### src/rtl/riscv_pkg.sv
// Shared constants and types for the instruction-fetch stage.
package riscv_pkg;
    localparam int XLEN = 32;
    localparam int ILEN = 32;
    localparam logic [31:0] NOP_INSTR = 32'h00000013;

    typedef enum logic [2:0] {
        IDLE,
        REQ,
        WAIT,
        DROP,
        FAULT
    } fetch_state_t;
endpackage

### src/rtl/fetch_unit_if.sv
// Instruction-memory request/response bus between fetch and memory.
interface fetch_unit_if #(
    parameter int XLEN = 32,
    parameter int ILEN = 32
);
    logic            req_valid;
    logic            req_ready;
    logic [XLEN-1:0] req_addr;
    logic            rsp_valid;
    logic [ILEN-1:0] rsp_data;
    logic            rsp_err;

    modport master (
        output req_valid, req_addr,
        input  req_ready, rsp_valid, rsp_data, rsp_err
    );

    modport slave (
        input  req_valid, req_addr,
        output req_ready, rsp_valid, rsp_data, rsp_err
    );
endinterface

### src/rtl/fetch_unit_if_id.sv
// IF/ID pipeline register: one entry of {valid, pc, instr, fault}.
import riscv_pkg::*;

module if_id_reg #(
    parameter int XLEN = 32,
    parameter int ILEN = 32
) (
    input  logic            clk,
    input  logic            reset_n,
    input  logic            load,
    input  logic            consume,
    input  logic            flush,
    input  logic [XLEN-1:0] load_pc,
    input  logic [ILEN-1:0] load_instr,
    input  logic            load_fault,
    output logic            valid,
    output logic [XLEN-1:0] pc,
    output logic [ILEN-1:0] instr,
    output logic            fault
);

    // Flush beats load beats consume; payload is only rewritten by a real load.
    always_ff @(posedge clk or negedge reset_n) begin
        if (!reset_n) begin
            valid <= 1'b0;
            pc    <= '0;
            instr <= ILEN'(NOP_INSTR);
            fault <= 1'b0;
        end else begin
            if (flush)
                valid <= 1'b0;
            else if (load)
                valid <= 1'b1;
            else if (consume)
                valid <= 1'b0;

            if (load && !flush) begin
                pc    <= load_pc;
                instr <= load_instr;
                fault <= load_fault;
            end
        end
    end

endmodule

### src/rtl/fetch_unit.sv
// Instruction-fetch stage: one outstanding imem request, IF/ID register,
// redirect handling and fetch-fault capture.
import riscv_pkg::*;

module fetch_unit #(
    parameter int XLEN = riscv_pkg::XLEN,
    parameter int ILEN = riscv_pkg::ILEN
) (
    input  logic             clk,
    input  logic             reset_n,
    input  logic [XLEN-1:0]  pc_cur,
    output logic [XLEN-1:0]  pc_next,
    output logic             pc_write,
    fetch_unit_if.master     imem,
    input  logic             redirect_valid,
    input  logic [XLEN-1:0]  redirect_pc,
    input  logic             id_ready,
    output logic             id_valid,
    output logic [XLEN-1:0]  id_pc,
    output logic [ILEN-1:0]  id_instr,
    output logic             id_fault
);

    fetch_state_t    state_q, state_d;
    logic [XLEN-1:0] req_pc_q;
    logic            req_valid;
    logic            accept;
    logic            slot_free;
    logic            aligned;
    logic            ld;
    logic [XLEN-1:0] ld_pc;
    logic [ILEN-1:0] ld_instr;
    logic            ld_fault;

    assign slot_free      = !id_valid || id_ready;
    assign aligned        = (pc_cur[1:0] == 2'b00);
    assign accept         = req_valid && imem.req_ready;
    assign imem.req_valid = req_valid;
    assign imem.req_addr  = pc_cur;

    // State register.
    always_ff @(posedge clk or negedge reset_n) begin
        if (!reset_n)
            state_q <= IDLE;
        else
            state_q <= state_d;
    end

    // PC of the accepted request, tagged onto its response.
    always_ff @(posedge clk or negedge reset_n) begin
        if (!reset_n)
            req_pc_q <= '0;
        else if (accept)
            req_pc_q <= pc_cur;
    end

    // Next state, request issue, PC update and IF/ID load; redirect overrides all.
    always_comb begin
        state_d   = state_q;
        req_valid = 1'b0;
        pc_write  = 1'b0;
        pc_next   = '0;
        ld        = 1'b0;
        ld_pc     = pc_cur;
        ld_instr  = ILEN'(NOP_INSTR);
        ld_fault  = 1'b0;

        case (state_q)
            IDLE: state_d = REQ;
            REQ: begin
                if (!redirect_valid && slot_free) begin
                    if (aligned) begin
                        req_valid = 1'b1;
                        if (imem.req_ready) begin
                            pc_write = 1'b1;
                            pc_next  = pc_cur + XLEN'(4);
                            state_d  = WAIT;
                        end
                    end else begin
                        // Misaligned PC: hand decode a faulting bubble instead of fetching.
                        ld       = 1'b1;
                        ld_fault = 1'b1;
                        state_d  = FAULT;
                    end
                end
            end
            WAIT: begin
                if (imem.rsp_valid) begin
                    ld       = 1'b1;
                    ld_pc    = req_pc_q;
                    ld_instr = imem.rsp_err ? ILEN'(NOP_INSTR) : imem.rsp_data;
                    ld_fault = imem.rsp_err;
                    state_d  = imem.rsp_err ? FAULT : REQ;
                end
            end
            DROP: begin
                if (imem.rsp_valid)
                    state_d = REQ;
            end
            FAULT: state_d = FAULT;
            default: state_d = IDLE;
        endcase

        if (redirect_valid) begin
            pc_write = 1'b1;
            pc_next  = redirect_pc;
            ld       = 1'b0;
            // A request still in flight must have its response swallowed.
            if ((state_q == WAIT || state_q == DROP) && !imem.rsp_valid)
                state_d = DROP;
            else
                state_d = REQ;
        end
    end

    if_id_reg #(
        .XLEN (XLEN),
        .ILEN (ILEN)
    ) u_if_id (
        .clk        (clk),
        .reset_n    (reset_n),
        .load       (ld),
        .consume    (id_ready),
        .flush      (redirect_valid),
        .load_pc    (ld_pc),
        .load_instr (ld_instr),
        .load_fault (ld_fault),
        .valid      (id_valid),
        .pc         (id_pc),
        .instr      (id_instr),
        .fault      (id_fault)
    );

endmodule
### src/flat_wrapper.sv
// flat-port wrapper written by rule: the top's interface ports become plain ports
module fetch_unit_flat 
#(
    parameter int XLEN = riscv_pkg::XLEN,
    parameter int ILEN = riscv_pkg::ILEN
)
  (clk, reset_n, pc_cur, pc_next, pc_write, redirect_valid, redirect_pc, id_ready, id_valid, id_pc, id_instr, id_fault, imem_req_valid, imem_req_addr, imem_req_ready, imem_rsp_valid, imem_rsp_data, imem_rsp_err);
  fetch_unit_if #(.XLEN(XLEN), .ILEN(ILEN)) imem_i ();
  input  logic clk;
  input  logic reset_n;
  input  logic [XLEN-1:0] pc_cur;
  output logic [XLEN-1:0] pc_next;
  output logic pc_write;
  input  logic redirect_valid;
  input  logic [XLEN-1:0] redirect_pc;
  input  logic id_ready;
  output logic id_valid;
  output logic [XLEN-1:0] id_pc;
  output logic [ILEN-1:0] id_instr;
  output logic id_fault;
  output wire logic [$bits(imem_i.req_valid)-1:0] imem_req_valid;
  output wire logic [$bits(imem_i.req_addr)-1:0] imem_req_addr;
  input wire logic [$bits(imem_i.req_ready)-1:0] imem_req_ready;
  input wire logic [$bits(imem_i.rsp_valid)-1:0] imem_rsp_valid;
  input wire logic [$bits(imem_i.rsp_data)-1:0] imem_rsp_data;
  input wire logic [$bits(imem_i.rsp_err)-1:0] imem_rsp_err;
  assign imem_req_valid = imem_i.req_valid;
  assign imem_req_addr = imem_i.req_addr;
  assign imem_i.req_ready = imem_req_ready;
  assign imem_i.rsp_valid = imem_rsp_valid;
  assign imem_i.rsp_data = imem_rsp_data;
  assign imem_i.rsp_err = imem_rsp_err;
  fetch_unit #(.XLEN(XLEN), .ILEN(ILEN)) u_core (.clk(clk), .reset_n(reset_n), .pc_cur(pc_cur), .pc_next(pc_next), .pc_write(pc_write), .imem(imem_i), .redirect_valid(redirect_valid), .redirect_pc(redirect_pc), .id_ready(id_ready), .id_valid(id_valid), .id_pc(id_pc), .id_instr(id_instr), .id_fault(id_fault));
endmodule
### config.mk
export PLATFORM = sky130hd
export DESIGN_NAME = fetch_unit_flat
export DESIGN_NICKNAME = d
export VERILOG_FILES = /design/src/rtl/riscv_pkg.sv /design/src/rtl/fetch_unit_if.sv /design/src/rtl/fetch_unit_if_id.sv /design/src/rtl/fetch_unit.sv /design/src/flat_wrapper.sv
export SDC_FILE = /design/constraint.sdc
export NUM_CORES = 1
export LEC_CHECK = 0
export ABC_CLOCK_PERIOD_IN_PS = 1960
export CAP_MARGIN = 20
export CORE_MARGIN = 2
export CORE_UTILIZATION = 40
export CTS_BUF_LIST = sky130_fd_sc_hd__clkbuf_4 sky130_fd_sc_hd__clkbuf_8
export DETAILED_ROUTE_END_ITERATION = 10
export DONT_BUFFER_PORTS = 1
export SLEW_MARGIN = 20
export SYNTH_ARGS = -nofsm -noshare
export SYNTH_HDL_FRONTEND = slang
export SYNTH_SLANG_ARGS = --single-unit
### constraint.sdc
create_clock -name clk -period 1.96 [get_ports clk]
set_input_delay 0.294 -clock clk [delete_from_list [all_inputs] [get_ports clk]]
set_output_delay 0.294 -clock clk [all_outputs]
set_load 0.02 [all_outputs]
After elaboration in Yosys (flattened, before gate mapping) --
Cells that the tools add are included.
Cells by class: equality and inequality tests 8, shift-type cells 0, muxes and demuxes 37, div/mod/pow operators 0, reduce and logical (&&, ||, !) cells 13, multipliers 0, add/sub/neg operators 1, bitwise logic cells 0, order comparisons 0
Operator list (number):
- 32-bit 2-to-1 mux | 10
- 32-bit by 3-bit adder with 32-bit output, second input constant | 1
- 3-bit 2-to-1 mux | 7
- 1-bit 2-to-1 mux | 16
- 3-bit one-hot mux with 5 select lines | 1
- 3-bit by 2-bit equality test with 1-bit output, second input constant | 2
- 3-bit inequality test, second input constant | 2
- 1-bit logical AND | 4
- 4-bit inequality test, second input constant | 1
- 1-bit one-hot mux with 2 select lines | 2
- 4-bit AND reduction | 1
- 3-bit by 1-bit equality test with 1-bit output, second input constant | 1
- 3-bit equality test, second input constant | 1
- 1-bit zero test | 3
- 3-bit zero test | 1
- 3-bit by 2-bit inequality test with 1-bit output, second input constant | 1
- 3-bit nonzero test | 1
- 2-bit zero test | 1
- 1-bit logical OR | 2
- 2-bit 2-to-1 mux | 1
Storage, ports and cells: output and inout bits 132, RAM bits 0, memories kept 0, bits in read-only memories 0, word-level logic and storage cells 65, input bits 103, bits in latches 0, bits in registers 101

Depth between registers and ports, before layout --
depth after elaboration 8, gate-level depth with buffers 7, depth with buffers taken out 5

Cells and area by module --
Synthesis repeated with hierarchy kept, for this count alone.
Second synthesis, totals: cell total of the unflattened synthesis 574, area, all modules 5940.7 um2
By module, submodules not included:
- fetch_unit | instances 1, sequential area each 875.8 um2, area an instance 3209.3 um2, cells an instance 432
- if_id_reg | instances 1, sequential area each 1655.3 um2, area an instance 2731.4 um2, cells an instance 142

Least setup slack after synthesis --
Ideal clock, no wire load.
path kind input to output, from input port pc_cur[2], to output port pc_next[22], path buffers 1, data required time 1.666 ns, stages on the path 5, arrival 2.036 ns, path slack -0.370 ns, cells stage by stage ha_1 > nand4_1 > or4_1 > clkbuf_1 > o311ai_0
On the way: cells in the longest elaborated chain, start to end 6
Ends and longest elaborated chain:
- from (decl) | line flat_wrapper.sv:11 | input logic [XLEN-1:0] pc_cur;
- 32-bit by 3-bit adder with 32-bit output | line fetch_unit.sv:76 | pc_next = pc_cur + XLEN'(4);
- 32-bit 2-to-1 mux | line fetch_unit.sv:74 | if (imem.req_ready) begin
- 32-bit 2-to-1 mux | line fetch_unit.sv:72 | if (aligned) begin
- 32-bit 2-to-1 mux | line fetch_unit.sv:71 | if (!redirect_valid && slot_free) begin
- 32-bit 2-to-1 mux | line fetch_unit.sv:68 | case (state_q)
- 32-bit 2-to-1 mux | line fetch_unit.sv:104 | if (redirect_valid) begin
- to (decl) | line flat_wrapper.sv:12 | output logic [XLEN-1:0] pc_next;
Every way passes these cells.

Worst setup path after layout --
from register u_core.state_q[1], to output port pc_next[27]
On the way: cells in the longest elaborated chain, start to end 3
Ends and longest elaborated chain:
- from (decl) | line fetch_unit.sv:24 | fetch_state_t state_q, state_d;
- from (signal assigned) | line fetch_unit.sv:46 | state_q <= state_d;
- 3-bit by 1-bit equality test with 1-bit output | line fetch_unit.sv:68
- 32-bit 2-to-1 mux | line fetch_unit.sv:68
- 32-bit 2-to-1 mux | line fetch_unit.sv:104
Every way passes these cells.

==> metrics.txt <==
Crit path required time=approximately 1.7 ns; worst path bufs/invs=3; # setup viols final=32; Final period util=134.6%; Syn Area/Cell=around 9.6 um2; Post-Syn Instances=a little under 600; utilization after layout=between 50% and 60%; Worst-path clk slew=approximately 0.1 ns; Via density=roughly 5.5; crit-path cells=nor4b_4 > nand4_1 > buf_6 > buf_6 > or4_1 > o211ai_1 > buf_4; number of global-route vias before repair=about 4600; most frequent cell after synthesis=nand2_1; Reg2Reg Depth=7; GR Util met1=between 20% and 30%; worst path arrival time=2.34 ns; reg2reg start=u_core.state_q[0]; worst min path class=in -> async; CP top delay family=simple AND/OR/NAND/NOR gates; top_reg_cell synth=dfrtp_1; n_diodes=0; antenna violations before repair=0; status=complete, but fails checks; post-synthesis sequential area ratio=between 40% and 50%; CP endpoint kind=primary output; H-tree depth=3; ys async rst share=between 90% and 100%; PortBufs=0; I/O pins=235; Setup crit start kind=flop; net switching power=2655 uW; max cap viols=0; CP dominant cell by count=buf_6; Starting Density=between 40 and 50%; layout cells sized above 1=33.64%; Leak=between 0.003 and 0.004 uW; Post-synth EDFFs=0; RSZ-0062 raised after global routing=yes; worst setup margin=-0.6775 ns; GRT busiest layer=met2; logic gate share of total power=slightly below 30%; CP max stage cell=or4_1; dpl ws=-0.3050 ns; Tot GR Track Use=roughly 19%; R2R Path End=u_core.u_if_id.pc[7]; failing checks=hold timing, setup timing; CTS tree=yes; pwr dens=between 1000 and 1500 nW/um2; Hold Violations, Final=between 100 and 150; post-synth cell types=slightly below 50; Final Max Slew Viols=0; largest net degree at the start of global routing=around 100; Clk Latency, worst-skew pair=between 0.3 and 0.4 ns; Ys Warns=0; global route overflow=0; Post-synth top cells=nand2_1, dfrtp_1, mux2_2; maximum vdd drop=0.0005135 V; DR pass1 iterations=4; Area contributors post-synth=dfrtp_1, mux2_2, nand2_1; Net Sw Frac=between 30% and 40%; area leader, netlist=dfrtp_1; slew margin rel.=~74%; Internal Power=between 4000 and 5000 uW; area added between synthesis and finish=24.97%; GRT met2 Usage=33.89%; global-route wire length before repair=about 23 mm; row cnt=43; fin crit period=2.638 ns; Die Wd=123.4 um; Root Driver=clkbuf_8; CTS max path bufs=2; share of total power in sequential cells=approximately 50%; Hold Worst Slack=-0.4053 ns; Final ANT Viol Nets=0; GPL Wtd Cong=~0.84; power share of the clock group=approximately a fifth; Initial DRC Count=189; Routed wire per std cell=approximately 19 um; layout net count=between 700 and 800; CP max stage delay=about 0.52 ns; TritonCTS Buffers=9; Slew @ Worst Pin=roughly 0.38 ns; cts hold-fix bufs=5; synthesized area=approximately 5700 um2; Die H=~120 um; placed wire-length estimate=around 10 mm; reg-to-reg slack, setup=-0.01 ns; die area=15230 um2; detailed-route via count=roughly 4600; crit-path max FO=5; Clock Skews=just over 0.01 ns; Max Freq=roughly 0.38 GHz; CP Class=reg -> out; Core ar.=around 14000 um2; GR Util met3=under 10%; Total Wirelength=roughly 16 mm; DRC violations left=0; # clock sinks=approximately 100; Post-Syn Nets=701; Synth top area share=a little over two fifths; register bit total from synthesis=101
-- routing by layer --
metal	routed length [um]	part of all wire (%)
met5	0	0
met4	223	1.4
met3	1146	7.3
met2	7920	50
met1	6503	41
-- timing repair --
action / 4_1_cts / 5_1_grt
setup buffers: 12 / 5
gates cloned: 4 / 4
resized for setup: 24 / 73
pin swaps: 13 / 16
setup endpoints to repair: 31 / 64
hold endpoints to repair: 106 / 101
-- state kept, by name (all words and copies together) (netlist names) --
signal / cells
u_core.req_pc_q: 32
u_core.u_if_id.instr: 32
u_core.u_if_id.pc: 32
u_core.state_q: 3
u_core.u_if_id.fault: 1
u_core.u_if_id.valid: 1
-- how the worst max path moves through the flow --
| stage | startpoint | to | depth (start not counted) |
|---|---|---|---|
| after floorplan | u_core.state_q[1] | pc_next[27] | 5 |
| after global placement | u_core.state_q[1] | pc_next[21] | 6 |
| after detailed placement | u_core.state_q[1] | pc_next[21] | 6 |
| after CTS | u_core.state_q[1] | pc_next[21] | 7 |
| after global routing | u_core.state_q[1] | pc_next[21] | 7 |
| final | u_core.state_q[1] | pc_next[27] | 7 |
-- power groups by stage --
stage | logic (uW) | clock network (uW) | registers [uW]
global route | 2340 | 1650 | 3750
floorplan | 1500 | 0 | 3550
CTS | 2010 | 1570 | 3660
global placement | 1850 | 0 | 3670
finish | 2170 | 1510 | 3670
detailed placement | 1910 | 0 | 3690
-- cells by family (layout without fill, tap and decap cells) --
group | after synthesis | in the layout | synth area share, %
AND/OR/NAND/NOR | 234 | 234 | 19.53
flip-flops | 101 | 101 | 44.39
buffers and inverters | 101 | 149 | 9.304
multiplexers | 96 | 96 | 18.32
AO/OA/AOI/OAI | 50 | 50 | 6.079
XOR/XNOR | 14 | 14 | 2.151
adder cells (fa/ha/maj) | 1 | 1 | 0.2194
-- area by class of cell --
class	instances	area, um2
Clock inverter	7	106.4
Clock buffer	9	123.9
Timing Repair Buffer	96	1035
Fill cell	1254	6755
Tap cell	180	225.2
Inverter	37	138.9
Multi-Input combinational cell	395	2964
Sequential cell	101	2532
-- metrics by stage --
stage,area (um2),setup TNS (ns),total power (uW),hold slack (ns),cells
global route,7126,-16.88,7740,-0.4307,825
floorplan,5778,-2.253,5055,-0.001591,597
global placement,6191,-2.446,5522,0.0009950,783
CTS,6715,-12.97,7234,-0.4266,818
detailed placement,6191,-2.902,5603,0.002275,783
finish,7126,-12.83,7350,-0.4053,825
-- layout by cell type (no fill, tap or decap), types with 4 or more instances in the layout --
cell and instances:
and2_1 5, buf_12 9, buf_4 56, buf_6 19, clkbuf_16 4, clkbuf_8 9, dfrtp_1 97, dlygate4sd3_1 5
inv_1 37, mux2_2 41, mux2_4 26, mux2i_1 29, nand2_1 142, nand2b_1 8, nand3_1 9, nand4_1 12
nor2_1 13, nor3_1 8, nor4_1 4, o211ai_1 11, o21ai_0 6, o21ai_2 8, o21ai_4 7, or4_1 8
xnor2_1 11
Power figures use the tool's default switching activity.
